[src/rtl/cmplx_mult_pipe.sv]
// rtl/cmplx_mult_pipe.sv - pipelined signed complex multiplier with conjugate, rounding and saturation
module cmplx_mult_pipe #(
  parameter int DATA_W = 18,
  parameter int OUT_W  = 18,
  parameter int SHIFT  = 17
) (
  input  logic              clk_i,
  input  logic              arst_i,
  input  logic              s_valid_i,
  output logic              s_ready_o,
  input  logic              conj_i,
  input  logic [DATA_W-1:0] data_a_i_i,
  input  logic [DATA_W-1:0] data_a_q_i,
  input  logic [DATA_W-1:0] data_b_i_i,
  input  logic [DATA_W-1:0] data_b_q_i,
  output logic              m_valid_o,
  input  logic              m_ready_i,
  output logic [OUT_W-1:0]  data_i_o,
  output logic [OUT_W-1:0]  data_q_o,
  output logic              sat_o,
  output logic              ovf_o,
  input  logic              ovf_clr_i
);

  localparam int PW  = 2 * DATA_W;
  localparam int P   = 2 * DATA_W + 1;
  localparam int RSH = (SHIFT > 0) ? SHIFT - 1 : 0;

  // Rounding and clamp constants are held at P+1 bits so the half-LSB add never wraps.
  localparam logic [P:0] ONE   = {{P{1'b0}}, 1'b1};
  localparam logic [P:0] RND_U = (SHIFT > 0) ? (ONE << RSH) : {(P+1){1'b0}};
  localparam logic [P:0] MAX_U = (ONE << (OUT_W - 1)) - ONE;
  localparam logic [P:0] MIN_U = ~MAX_U;

  logic adv;

  logic                     s1_valid, s1_conj;
  logic signed [DATA_W-1:0] s1_ar, s1_ai, s1_br, s1_bi;

  logic                 s2_valid, s2_conj;
  logic signed [PW-1:0] s2_rr, s2_ii, s2_ri, s2_ir;

  logic signed [PW-1:0] ar_x, ai_x, br_x, bi_x;
  logic signed [PW-1:0] p_rr, p_ii, p_ri, p_ir;

  logic signed [P:0] rr_x, ii_x, ri_x, ir_x;
  logic signed [P:0] re_full, im_full, re_scl, im_scl;
  logic              re_hi, re_lo, im_hi, im_lo;
  logic [OUT_W-1:0]  re_out, im_out;

  assign adv       = !m_valid_o || m_ready_i;
  assign s_ready_o = adv;

  // Operands widened to the product width so the multiply cannot lose the -min*-min case.
  always_comb begin
    ar_x = {{DATA_W{s1_ar[DATA_W-1]}}, s1_ar};
    ai_x = {{DATA_W{s1_ai[DATA_W-1]}}, s1_ai};
    br_x = {{DATA_W{s1_br[DATA_W-1]}}, s1_br};
    bi_x = {{DATA_W{s1_bi[DATA_W-1]}}, s1_bi};
    p_rr = ar_x * br_x;
    p_ii = ai_x * bi_x;
    p_ri = ar_x * bi_x;
    p_ir = ai_x * br_x;
  end

  always_comb begin
    rr_x = {{2{s2_rr[PW-1]}}, s2_rr};
    ii_x = {{2{s2_ii[PW-1]}}, s2_ii};
    ri_x = {{2{s2_ri[PW-1]}}, s2_ri};
    ir_x = {{2{s2_ir[PW-1]}}, s2_ir};

    if (s2_conj) begin
      re_full = rr_x + ii_x;
      im_full = ir_x - ri_x;
    end else begin
      re_full = rr_x - ii_x;
      im_full = ri_x + ir_x;
    end

    re_scl = (re_full + $signed(RND_U)) >>> SHIFT;
    im_scl = (im_full + $signed(RND_U)) >>> SHIFT;

    re_hi = re_scl > $signed(MAX_U);
    re_lo = re_scl < $signed(MIN_U);
    im_hi = im_scl > $signed(MAX_U);
    im_lo = im_scl < $signed(MIN_U);

    re_out = re_hi ? MAX_U[OUT_W-1:0] : (re_lo ? MIN_U[OUT_W-1:0] : re_scl[OUT_W-1:0]);
    im_out = im_hi ? MAX_U[OUT_W-1:0] : (im_lo ? MIN_U[OUT_W-1:0] : im_scl[OUT_W-1:0]);
  end

  always_ff @(posedge clk_i or posedge arst_i) begin
    if (arst_i) begin
      s1_valid  <= 1'b0;
      s1_conj   <= 1'b0;
      s1_ar     <= '0;
      s1_ai     <= '0;
      s1_br     <= '0;
      s1_bi     <= '0;
      s2_valid  <= 1'b0;
      s2_conj   <= 1'b0;
      s2_rr     <= '0;
      s2_ii     <= '0;
      s2_ri     <= '0;
      s2_ir     <= '0;
      m_valid_o <= 1'b0;
      data_i_o  <= '0;
      data_q_o  <= '0;
      sat_o     <= 1'b0;
    end else if (adv) begin
      s1_valid  <= s_valid_i;
      s1_conj   <= conj_i;
      s1_ar     <= data_a_i_i;
      s1_ai     <= data_a_q_i;
      s1_br     <= data_b_i_i;
      s1_bi     <= data_b_q_i;
      s2_valid  <= s1_valid;
      s2_conj   <= s1_conj;
      s2_rr     <= p_rr;
      s2_ii     <= p_ii;
      s2_ri     <= p_ri;
      s2_ir     <= p_ir;
      m_valid_o <= s2_valid;
      data_i_o  <= re_out;
      data_q_o  <= im_out;
      sat_o     <= s2_valid & (re_hi | re_lo | im_hi | im_lo);
    end
  end

  // A saturated beat that transfers this cycle outranks a concurrent clear.
  always_ff @(posedge clk_i or posedge arst_i) begin
    if (arst_i) begin
      ovf_o <= 1'b0;
    end else if (m_valid_o && m_ready_i && sat_o) begin
      ovf_o <= 1'b1;
    end else if (ovf_clr_i) begin
      ovf_o <= 1'b0;
    end
  end

endmodule

[config.mk]
export PLATFORM = sky130hd
export DESIGN_NAME = cmplx_mult_pipe
export DESIGN_NICKNAME = d
export VERILOG_FILES = /design/src/rtl/cmplx_mult_pipe.sv
export SDC_FILE = /design/constraint.sdc
export NUM_CORES = 2
export LEC_CHECK = 0
export BUFFER_PORTS_ARGS = -buffer_cell sky130_fd_sc_hd__buf_2
export CAP_MARGIN = 30
export CELL_PAD_IN_SITES_DETAIL_PLACEMENT = 1
export CELL_PAD_IN_SITES_GLOBAL_PLACEMENT = 1
export CORE_UTILIZATION = 56
export DETAILED_ROUTE_END_ITERATION = 7
export GPL_TIMING_DRIVEN = 0
export PLACE_DENSITY_LB_ADDON = 0.1
export SLEW_MARGIN = 20
export SYNTH_ARGS = -nofsm -noshare
export SYNTH_HDL_FRONTEND = slang
export SYNTH_SLANG_ARGS = --single-unit
export TNS_END_PERCENT = 5
[constraint.sdc]
create_clock -name clk_i -period 15.5 [get_ports clk_i]
set_input_delay 3.1 -clock clk_i [delete_from_list [all_inputs] [get_ports clk_i]]
set_output_delay 3.1 -clock clk_i [all_outputs]
set_load 0.005 [all_outputs]
## Word level (Yosys, flattened, before mapping)

Index checks and enable logic that the tools add are counted.

- Bits of input ports: 78
- Logic and storage cells: 48
- Bits in registers: 259

- Multipliers: 4
- Magnitude comparators: 4
- $add $sub $neg: 6
- Bitwise logic cells: 4
- Reductions and logical operators: 5
- Multiplexer cells: 8

Operators by type and width:

| kind | number |
|---|---|
| multiplier 18 x 18 -> 36 bit | 4 |
| adder 38 x 18 -> 38 bit (second input constant) | 2 |
| 2-to-1 mux 38 bit | 2 |
| adder 36 x 36 -> 37 bit | 2 |
| subtractor 36 x 36 -> 37 bit | 2 |
| 2-to-1 mux 18 bit | 4 |
| greater-than comparator 21 x 18 -> 1 bit (second input constant) | 2 |
| < comparator 21 x 18 -> 1 bit (second input constant) | 2 |
| OR 1 bit | 3 |
| logical AND 1 bit | 2 |
| 2-to-1 mux 1 bit | 2 |
| nonzero test 2 bit | 1 |
| bitwise AND 1 bit | 1 |
| logical NOT 1 bit | 1 |
| logical OR 1 bit | 1 |

## Depth between registers and ports, before layout

- Word-level depth: 8
- Gate-level depth with buffers: 29
- Gate-level depth less buffers: 27

## Least setup slack after synthesis

Ideal clock, no wire load.

- Kind: flip-flop to flip-flop
- Start: register s1_ai[12]
- End: register s2_ii[34]
- Stages on the path, launching flop included: 29
- Arrival time: 6.836 ns
- Library setup time: 0.133 ns
- Path buffers: 2
- Clock period less this slack: 6.969 ns
- Slack: 8.531 ns
- Required time: 15.367 ns
- Cell sequence: dfrtp_1 clkbuf_1 clkbuf_1 nand2_1 fa_1 inv_1 fa_1 inv_1 fa_1 inv_1 fa_1 inv_1 fa_1 inv_1 fa_1 ha_1 a21o_1 a21o_1 a21oi_1 nand2_1 a31oi_1 a211o_1 nor2_1 o311ai_0 a31oi_1 or4_1 a31oi_1 xor2_1 o21ai_0

- Word-level cells in the longest chain between the ends: 1

Ends and longest elaborated chain:

| what | RTL line | RTL |
|---|---|---|
| start: declaration | 38 | `logic signed [DATA_W-1:0] s1_ar, s1_ai, s1_br, s1_bi;` |
| start signal: assignment | 114 | `s1_ai <= data_a_q_i;` |
| multiplier 18 x 18 -> 36 bit | 61 | `p_ii = ai_x * bi_x;` |
| end signal: assignment | 120 | `s2_ii <= p_ii;` |
| end: declaration | 41 | `logic signed [PW-1:0] s2_rr, s2_ii, s2_ri, s2_ir;` |

Every way passes these cells.
A chain may end at the register's enable or synchronous reset.

## Worst setup path in the final report

- Start: register s1_ai[8]
- End: register s2_ii[34]

Same word-level chain as after synthesis.

==> impl_metrics.ini <==
[status]
status = complete, no violations

[critical_path]
required_ns = 15.97
worstPathArrival_ns = 10.72
cp_max_fo = 10
end_kind = flop
cp_slowest_cell = o311ai_0
startpoint_type = flop
reg2reg_slack_ns = 5.25
r2r_cells = 28
cp_common_cell = fa_1
path_class = flop to flop
cp_slowest_stage_delay_ns = 0.73

[cts]
cts-root-buf = clkbuf_16
clkTransAtPathRegs_ns = 0.07
cts.sinks = 259
post_cts_resized = 0
numCtsBuffers = 40
worstSkewPairLatency_ns = 0.67
clk_path_buf_depth = 3
cts.hold.buffers_added = 0
cts_tree = built
htreeDepth = 2
postCtsSetupBuffers = 0

[synthesis]
synth_edf_count = 0
syn_inst = 6991
synth.most_common_cell = inv_1
synth_area_leaders = fa_1 (42%), dfrtp_1 (10%), ha_1 (9.0%)
synth.area.mux_share_pct = 0.0502
synth_fp_nets = 8831
synth_adder_area_share_pct = 51.3
synth_warnings = 0
synth_top_family_by_area = adder cells
synth_compound_area_share_pct = 7.22
ys_ff_latch = 259
async_flop_share_pct = 100
syn_area_um2 = 62300
synth.distinct_cells = 91
synth-seq-area-share_pct = 10.4
yosysTopAreaCell = fa_1
synth_area_per_cell_um2 = 8.91
ys.flop_type = dfrtp_1
synth_xor_area_share_pct = 3.76
synthTopCellsByCount = inv_1 (1,371), fa_1 (1,316), nand2_1 (1,248)
synth.top_cell.area_share_pct = 42.3
yosys.area_share.simple_pct = 16.8

[routing]
firstDrtPassIters = 7
wl_per_cell_um = 30.4
drc = 0
antenna_left = 0
routed-via-count = 53800
drtIter0Drc = 4916
wl_um = 266000
vias_per_cell = 6.15

[global_route]
grt_pass1_vias = 59000
grt_start_max_net_pins = 74
antenna_found_initial = 41
grt_util_all_layers_pct = 48.1
grt_pass1_wl_um = 384000
overflow = 0

[timing]
layout_worst_path_cycle_share_pct = 66.1
fmax_mhz = 97.6
clock_skew_ns = 0.0619
rsz0062_at_grt = false
slew_headroom_pct = 19.0
slew_violations = 0
tightest_slew_ns = 1.21
period_needed_ns = 10.25
finalSetupViolCount = 0
report.final.hold_viol_count = 0
finalSetupTns_ns = 0

[finish]
syn_to_final_growth_pct = 7.78
final_layout_size_suffix_gt1_share_pct = 4.71
nFillCells = 12900
layout.nets = 9053

[place]
dp_hpwl_um = 216000
gp_congestion = 1.07
io_buffers = 117

[floorplan]
die-area_um2 = 113000
row_count = 121
io_pins = 118
fp.dieW_um = 335
dieHeight_um = 335
initial_utilization_pct = 56.8
core-area_um2 = 110000

[worst_hold_path]
min_delay_path_depth = 2
min_path_type = flop to flop

[flow_run]
drv_cap = 0
## registers in the layout, indices dropped and copies added, names as in the netlist, 18 cells and up
name / count
data_q_o: 18
s2_rr: 36
s1_ar: 18
s2_ir: 36
s1_bi: 18
s1_ai: 18
s2_ii: 36
data_i_o: 18
s2_ri: 36
s1_br: 18
## cells by family after synthesis
group / count (synthesis)
AO/OA/AOI/OAI: 708
XOR/XNOR: 267
adder cells (fa/ha/maj): 1762
buffers and inverters: 1730
flip-flops: 259
multiplexers: 3
AND/OR/NAND/NOR: 2262
## per-layer routing
| layer | share of wire [%] | global-route usage (%) |
|---|---|---|
| met4 | 9.2 | 36.6 |
| met3 | 12 | 16.9 |
| met5 | 0.11 | 0.347 |
| met2 | 44 | 72.1 |
| met1 | 35 | 56.6 |
## final cells by class
type | count | area (um2) | area share, %
multi-input combinational | 5002 | 49300 | 73.5
sequential | 259 | 6480 | 9.66
inverter | 1371 | 5150 | 7.68
tap | 1476 | 1850 | 2.75
buffer | 359 | 1410 | 2.10
timing repair buffer | 180 | 1390 | 2.07
clock buffer | 48 | 1090 | 1.63
clock inverter | 24 | 315 | 0.470
antenna | 30 | 75.1 | 0.112
## critical path, delay by kind of cell (launching register included)
| kind | cells | cell delay, ns |
|---|---|---|
| adder cells (fa/ha/maj) | 7 | 3.36 |
| AO/OA/AOI/OAI | 9 | 3.00 |
| buffers and inverters | 7 | 1.69 |
| AND/OR/NAND/NOR | 4 | 0.97 |
| XOR/XNOR | 1 | 0.70 |
| flip-flops | 1 | 0.34 |
## through the flow
stage | utilization [%] | std cells | hold WS [ns] | cell area [um2] | setup slack (ns)
finish | 61.2 | 8749 | 0.480 | 67100 | 5.25
global route | 61.2 | 8720 | 0.510 | 67000 | 5.33
CTS | 60.9 | 8696 | 0.483 | 66700 | 5.55
detailed placement | 59.6 | 8624 | 0.468 | 65300 | 5.61
global placement | 59.0 | 8584 | 0.442 | 64700 | 1.00
floorplan | - | 6991 | 0.430 | 62300 | 5.27
## cell usage in the layout (no fill, tap or decap), types with 27 or more instances in the layout
cell type and n:
and2_1 457, xnor2_1 159, a211oi_1 27, inv_1 1370, nand2b_1 93, a21oi_1 264, dfrtp_1 259, diode_2 30
ha_1 446, xor2_1 99, clkbuf_2 33, a21o_1 57, nor3_1 39, buf_6 29, buf_2 121, clkbuf_16 40
o21a_1 35, clkbuf_1 315, fa_1 1316, o21ai_0 141, nand3_1 58, nand2_1 1248, nor2_1 224
## worst paths after layout
check,startpoint,to
max,s1_ai[8]$_DFFE_PP0P_,s2_ii[34]$_DFFE_PP0P_
min,data_i_o[14]$_DFFE_PP0P_,data_i_o[14]$_DFFE_PP0P_
max reg2reg,s1_ai[8]$_DFFE_PP0P_,s2_ii[34]$_DFFE_PP0P_
min reg2reg,data_i_o[14]$_DFFE_PP0P_,data_i_o[14]$_DFFE_PP0P_
max in group asynchronous,arst_i,s1_ar[17]$_DFFE_PP0P_
min in group asynchronous,arst_i,data_q_o[6]$_DFFE_PP0P_
Power is left out: the tool's default activity adds up to more than one toggle a clock period on the data nets, which glitch-free logic cannot reach.
